## src/rtl/tx_ant_switch.sv

```systemverilog
// tx_ant_switch: transmit-side antenna selector.
// Each frame is sent on the antenna the receiver chose most recently, or on a
// forced antenna. The block sequences the T/R switch and the per-antenna PA
// enables, with programmable lead and tail guards around the sample burst, and
// routes {I,Q} samples to the DAC chain of the selected antenna.
module tx_ant_switch #(
    parameter int IQ_DATA_WIDTH = 16,
    parameter int GUARD_WIDTH   = 8
) (
    input  logic                       clock,
    input  logic                       reset,
    input  logic                       enable,
    input  logic                       rx_ant_select,
    input  logic                       rx_ant_valid,
    input  logic                       force_ant_en,
    input  logic                       force_ant,
    input  logic [GUARD_WIDTH-1:0]     lead_cycles,
    input  logic [GUARD_WIDTH-1:0]     tail_cycles,
    input  logic                       tx_start,
    input  logic [2*IQ_DATA_WIDTH-1:0] tx_data_in,
    input  logic                       tx_data_in_strobe,
    input  logic                       tx_last,
    output logic                       tx_ready,
    output logic [2*IQ_DATA_WIDTH-1:0] data_ant1_out,
    output logic                       data_out_strobe_1,
    output logic [2*IQ_DATA_WIDTH-1:0] data_ant2_out,
    output logic                       data_out_strobe_2,
    output logic                       pa_en_1,
    output logic                       pa_en_2,
    output logic                       rf_sw_tx,
    output logic                       tx_ant,
    output logic                       tx_busy,
    output logic                       sample_dropped
);

    typedef enum logic [1:0] {
        TX_IDLE   = 2'd0,
        TX_LEAD   = 2'd1,
        TX_ACTIVE = 2'd2,
        TX_TAIL   = 2'd3
    } tx_state_t;

    tx_state_t              state;
    tx_state_t              next_state;
    logic [GUARD_WIDTH-1:0] cnt;
    logic                   pref_ant;
    logic                   frame_start;
    logic                   accept;

    // A frame starts only from idle with the block enabled.
    assign frame_start = (state == TX_IDLE) && tx_start && enable;
    // A sample is taken whenever the ready window is open and a strobe arrives.
    assign accept      = tx_ready && tx_data_in_strobe;

    // State register.
    // NOTE: every clocked block uses non-blocking assignments so all registers
    // update from the same pre-edge values; blocking here would create ordering races.
    always_ff @(posedge clock or posedge reset) begin
        if (reset) begin
            state <= TX_IDLE;
        end else begin
            state <= next_state;
        end
    end

    // Next-state logic: guard counters pace LEAD/TAIL, enable low aborts any frame.
    always_comb begin
        // NOTE: default assignment first so no path leaves next_state unassigned (no latch).
        next_state = state;
        unique case (state)
            TX_IDLE: begin
                if (frame_start) next_state = TX_LEAD;
            end
            TX_LEAD: begin
                if (!enable)                  next_state = TX_IDLE;
                else if (cnt == lead_cycles)  next_state = TX_ACTIVE;
            end
            TX_ACTIVE: begin
                if (!enable)                          next_state = TX_IDLE;
                else if (tx_data_in_strobe && tx_last) next_state = TX_TAIL;
            end
            TX_TAIL: begin
                if (!enable)                  next_state = TX_IDLE;
                else if (cnt == tail_cycles)  next_state = TX_IDLE;
            end
            default: next_state = TX_IDLE;
        endcase
    end

    // Guard counter: cleared on every state change, counts while in LEAD or TAIL.
    always_ff @(posedge clock or posedge reset) begin
        if (reset) begin
            cnt <= '0;
        end else if (next_state != state) begin
            cnt <= '0;
        end else if (state == TX_LEAD || state == TX_TAIL) begin
            cnt <= cnt + GUARD_WIDTH'(1);
        end
    end

    // Antenna tracking: preferred antenna follows every RX decision; the frame
    // antenna is latched once at frame start, with a same-cycle RX decision bypassing.
    always_ff @(posedge clock or posedge reset) begin
        if (reset) begin
            pref_ant <= 1'b0;
            tx_ant   <= 1'b0;
        end else begin
            if (rx_ant_valid) pref_ant <= rx_ant_select;
            if (frame_start) begin
                tx_ant <= force_ant_en ? force_ant
                                       : (rx_ant_valid ? rx_ant_select : pref_ant);
            end
        end
    end

    // Sample routing: one-cycle registered path to the selected chain, zero elsewhere;
    // strobes outside the ready window are reported as dropped.
    always_ff @(posedge clock or posedge reset) begin
        if (reset) begin
            data_ant1_out     <= '0;
            data_ant2_out     <= '0;
            data_out_strobe_1 <= 1'b0;
            data_out_strobe_2 <= 1'b0;
            sample_dropped    <= 1'b0;
        end else begin
            data_out_strobe_1 <= accept && !tx_ant;
            data_out_strobe_2 <= accept && tx_ant;
            data_ant1_out     <= (accept && !tx_ant) ? tx_data_in : '0;
            data_ant2_out     <= (accept && tx_ant)  ? tx_data_in : '0;
            sample_dropped    <= tx_data_in_strobe && !tx_ready;
        end
    end

    // Output decode from the registered state: RF path is on for LEAD/ACTIVE/TAIL.
    always_comb begin
        tx_busy  = (state != TX_IDLE);
        tx_ready = (state == TX_ACTIVE);
        rf_sw_tx = tx_busy;
        pa_en_1  = tx_busy && !tx_ant;
        pa_en_2  = tx_busy && tx_ant;
    end

endmodule

```

## config.mk

```make
export PLATFORM = sky130hd
export DESIGN_NAME = tx_ant_switch
export DESIGN_NICKNAME = d
export VERILOG_FILES = /design/src/rtl/tx_ant_switch.sv
export SDC_FILE = /design/constraint.sdc
export NUM_CORES = 1
export LEC_CHECK = 0
export ABC_AREA = 1
export BUFFER_PORTS_ARGS = -buffer_cell sky130_fd_sc_hd__buf_2
export CAP_MARGIN = 10
export CORE_UTILIZATION = 41
export DETAILED_ROUTE_END_ITERATION = 7
export PLACE_DENSITY_LB_ADDON = 0.1
export SLEW_MARGIN = 20
export SYNTH_ARGS = -nofsm -noshare
export SYNTH_HDL_FRONTEND = slang
export SYNTH_SLANG_ARGS = --single-unit
```

## constraint.sdc

```tcl
create_clock -name clock -period 3.5 [get_ports clock]
set_clock_uncertainty 0.2 [all_clocks]
set_input_delay 0.35 -clock clock [delete_from_list [all_inputs] [get_ports clock]]
set_output_delay 0.35 -clock clock [all_outputs]
set_load 0.005 [all_outputs]
```

### Yosys cells after proc, flatten, opt, wreduce, memory -nomap -nowiden

Cells that the tools add are included.
Widths: inputs -> output; s select.

* add/sub/neg operators: 1
* $mul: 0
* divide/modulo/power cells: 0
* $lt $le $gt $ge: 0
* eq/ne operators: 6
* shift operators: 0
* multiplexer cells: 14
* bitwise gates (word level): 0
* reductions and logical operators: 15

Operators by type and width (number)
* $mux 32: 2
* $eq 8x8->1: 2
* $mux 8: 2
* $mux 2: 7
* $logic_and 1x1->1: 9
* $add 8x1->8 const B: 1
* $pmux 2 s4: 1
* $eq 2x2->1 const B: 2
* $reduce_bool 2->1: 2
* $eq 2x1->1 const B: 1
* $logic_not 1->1: 2
* $logic_not 2->1: 1
* $mux 1: 2
* $ne 2x2->1: 1
* $logic_or 1x1->1: 1

* register bits after elaboration: 79
* latch bits: 0
* memory bits (writable): 0
* ROM bits: 0
* bits of input ports: 58
* output and inout port bits: 73
* word-level logic and storage cells: 45
* memories: 0

### Longest topological paths before layout

* word-level depth: 7
* depth in mapped cells: 12
* depth with buffers taken out: 12

### Least setup slack after synthesis

No wires, ideal clock.

* path kind: register to register
* start: register cnt[2]
* end: register cnt[1]
* setup time: 0.121 ns
* data arrival time: 1.254 ns
* data required time: 3.179 ns
* slack: 1.925 ns
* cell stages (with the launch flop): 10
* buffers on the path: 1
* clock period less this slack: 1.575 ns
* path through: dfrtp_1 > buf_6 > xnor2_2 > nand2_1 > nor2_2 > nand2_2 > a21oi_2 > nand3_1 > nand3_4 > nor2_1

* word-level cells in the longest chain between the ends: 6
* elaborated cells on any way between the ends: 10
* those cells by class: eq/ne (3); mux (6); reduce/logical (1)

RTL lines
* from (decl): RTL line 45 `logic [GUARD_WIDTH-1:0] cnt;`
* from (signal assigned): RTL line 97 `cnt <= cnt + GUARD_WIDTH'(1);`
* $eq 8x8->1, on equally long branches: RTL line 84, 76
* $mux 2, on equally long branches: RTL line 84, 76
* $mux 2, on equally long branches: RTL line 83, 75
* $pmux 2 s4 (*): RTL line 70 `unique case (state)`
* $ne 2x2->1 (*): RTL line 94 `end else if (next_state != state) begin`
* $mux 8 or $reduce_bool 2->1 (tied branches)

Mark *: on every way between the ends. The rest lies on a longest branch, timed or not.
A chain may end at the register's enable or synchronous reset.

### Final worst setup path

* start: register state[0]
* end: output rf_sw_tx

* word-level cells in the longest chain between the ends: 1

RTL lines
* from (decl): RTL line 43 `tx_state_t state;`
* from (signal assigned): RTL line 62 `state <= next_state;`
* $reduce_bool 2->1: RTL line 136 `tx_busy = (state != TX_IDLE);`
* to (decl): RTL line 30 `output logic rf_sw_tx,`

Every way passes these cells.

==> summary.md <==
| Metric | Value |
|---|---|
| Sequential-to-total area share from yosys stat | `0.654` |
| FF-to-FF End | `cnt[4]` |
| Final slew viol count | `0` |
| CP Launch Type | `flip-flop` |
| GPL Wtd Cong | `between 0.8 and 0.9` |
| Crit Path Category | `reg2out` |
| Post-CTS sizing | `0` |
| Worst Hold Path Cells | `3` |
| Setup TNS | `0 ns` |
| Multi-input gate area | `between 700 and 800 um^2` |
| Wirelength per Cell | `around 11 um` |
| Final hold viol count | `0` |
| Detailed Route WL | `between 6 and 7 mm` |
| Clock power frac | `0.369` |
| Grt total ovfl | `0` |
| Vias per inst | `4.31` |
| TritonCTS clock tree | `built` |
| Sw power | `477 uW` |
| Worst-path maximum fanout | `8` |
| Leakage | `around 2.4 nW` |
| # IOs | `between 100 and 150` |
| R2R setup slack | `~1.8 ns` |
| Number of port buffers | `130` |
| Synth area leaders | `dfrtp_1 65%, nor2_1 11%, inv_1 6.2%, nand2_1 5.0%, xnor2_1 3.2%` |
| Max VDD drop | `0.267 mV` |
| Mapped Nets | `between 300 and 400` |
| Layout cells sized above 1 | `0.366` |
| Detail Placement HPWL | `around 4.3 mm` |
| Ys Warns | `0` |
| Synthesized cell area | `about 3000 um^2` |
| Worst slew pin tran | `0.729 ns` |
| Switch share | `0.257` |
| Die area | `7720 um^2` |
| Fmax | `~540 MHz` |
| Fin crit period | `1.86 ns` |
| R2R depth | `9` |
| Final Core Density | `0.572` |
| CP Capture Type | `output pin` |
| Slew margin rel. | `0.514` |
| # hold bufs at CTS | `1` |
| Die width | `between 80 and 90 um` |
| Post-Synthesis Cells | `just over 300` |
| Initial core utilization | `0.435` |
| Seq pwr share | `0.520` |
| Skew-Pair Late Insertion Delay | `0.34 ns` |
| Diode count | `0` |
| Nets | `roughly 500` |
| Area growth syn-to-layout | `31.4%` |
| Fin crit share | `0.530` |
| Clock sink total | `between 70 and 80` |
| Status | `finished clean` |
| Initial antenna violation count | `0` |
| Total track usage | `0.174` |
| Post-synthesis register bit count | `79` |
| Crit path arrival time | `1.31 ns` |
| Post-route ant nets | `0` |
| Register Area | `roughly 2000 um^2` |
| Synth unique cells | `27` |
| RSZ-0062 raised after global routing | `false` |
| Detailed Routing Iterations Pass 1 | `4` |
| # DRC | `0` |
| Min-delay src | `tx_data_in[18]` |
| Reg2reg start | `cnt[6]` |
| Filler cell count in the final layout | `658` |
| Endpoint, Worst Hold | `data_ant1_out[18]` |
| Vias | `around 2300` |
| Die height | `around 90 um` |
| Largest net degree at the start of global routing | `61` |
| Num CTS Buffers | `9` |
| PwrDens | `between 400 and 500 nW/um^2` |
| Share of the synthesized area in the top cell type | `0.654` |
| Setup Fix Bufs, Post-CTS | `0` |
| Required @ worst endpoint | `between 2 and 3 ns` |
| # setup viols final | `0` |
| Worst hold path type | `in2reg` |
| Int Power | `1.38 mW` |
| Clock buffer depth | `2` |
| Starting DRC count in detailed routing | `about 90` |
| Core Area | `6940 um^2` |
| Clk root buf | `clkbuf_8` |
| First-pass GRT wire length | `roughly 10 mm` |
| Synth area leader | `dfrtp_1` |
| Rows | `30` |
| Vias in the first global route | `around 2300` |
| Worst-path clk slew | `~0.08 ns` |
| Syn_area_per_cell | `just under 10 um^2` |
| Htree depth | `3` |
| Max Cap Viol | `0` |
| Gate power share | `0.111` |
## per-stage QoR
step                      std cells  power [mW]  instance area, um^2  worst slack (ns)  hold WS (ns)
after CTS                       540        1.88                 3960              1.61       0.00438
after floorplan                 305        1.12                 3020             0.927         0.256
final                           541        1.85                 3970              1.64        0.0255
after detailed placement        523        1.19                 3740              1.75         0.286
after global placement          523        1.19                 3740              1.78         0.288
after global routing            541        1.95                 3970              1.52        0.0156
## layer usage
| metal | GRT usage | part of all wire |
|---|---|---|
| met4 | 0.104 | 0.021 |
| met1 | 0.199 | 0.40 |
| met2 | 0.296 | 0.51 |
| met3 | 0.0434 | 0.070 |
| met5 | 0 | 0 |
## synthesized netlist by cell type
cell      number
nand4_1        1
xor2_1         3
nand3_4        1
nand3_1        3
o21ai_0        4
inv_2          2
inv_1         50
buf_2          7
xnor2_1       11
buf_6          2
mux2_2         1
nand3b_1       1
nor3_1         1
ha_1           1
nand2_2        2
nor2_2         3
xnor2_2        1
dfrtp_1       79
nand3_2        1
mux2i_1        1
nor2_1        85
buf_4          1
a21oi_2        1
o31ai_1        1
nand2_1       40
o21ai_2        1
or2_2          1
## kinds of logic after synthesis
logic type	Yosys count	synth area share
fa+ha+maj	1	0.00414
simple gates	139	0.188
compound gates	7	0.0149
xor+xnor	15	0.0459
flops	79	0.654
buf+inv	62	0.0861
mux	2	0.00704
## placed cells by master, fill, tap and decap left out
cell	n
xnor2_2	1
nand3b_1	1
dlygate4sd3_1	2
xnor2_1	11
clkbuf_8	10
clkinvlp_4	2
xor2_1	3
mux2i_1	1
mux2_2	1
o21ai_2	1
dfrtp_1	79
o21ai_0	4
buf_4	2
buf_2	130
nand3_2	1
inv_2	2
nand2_1	40
ha_1	1
nand3_4	1
a21oi_2	1
inv_6	1
nor2_1	85
nand4_1	1
nor2_2	3
clkinv_2	1
nand3_1	3
nor3_1	1
clkinv_4	1
inv_1	49
bufinv_16	1
o31ai_1	1
or2_2	1
nand2_2	2
inv_4	1
## flip-flops by register name, summed over array words and instances (netlist names)
signal / cells
data_ant2_out: 32
pref_ant: 1
state: 2
data_out_strobe_1: 1
sample_dropped: 1
cnt: 8
data_out_strobe_2: 1
tx_ant: 1
data_ant1_out: 32
## worst max-delay path, stage by stage (launching register included)
cell and delay (ns):
dfrtp_1 0.50, nor2_1 0.24, inv_1 0.08, buf_2 0.13
## how the worst max path moves through the flow
stage	endpoint	from	cells past startpoint
floorplan	cnt[0]	reset	1
global placement	data_ant2_out[0]	state[0]	5
finish	rf_sw_tx	state[0]	3
CTS	rf_sw_tx	state[0]	3
global route	rf_sw_tx	state[0]	3
detailed placement	cnt[1]	tail_cycles[6]	10
## power by group through the flow
stage / Combinational, mW / Clock [mW] / Sequential (mW)
4_1_cts: 0.210 / 0.708 / 0.965
6_report: 0.205 / 0.684 / 0.964
3_3_place_gp: 0.205 / 0 / 0.983
3_5_place_dp: 0.207 / 0 / 0.983
5_1_grt: 0.239 / 0.743 / 0.969
2_1_floorplan: 0.148 / 0 / 0.972
## area by class of cell
type | instances | share of cell area
Clock buffer | 10 | 0.0347
Inverter | 52 | 0.0498
Tap cell | 96 | 0.0302
Timing Repair Buffer | 134 | 0.173
Multi-Input combinational cell | 164 | 0.198
Sequential cell | 79 | 0.498
Clock inverter | 6 | 0.0170
Power figures use the tool's default switching activity.
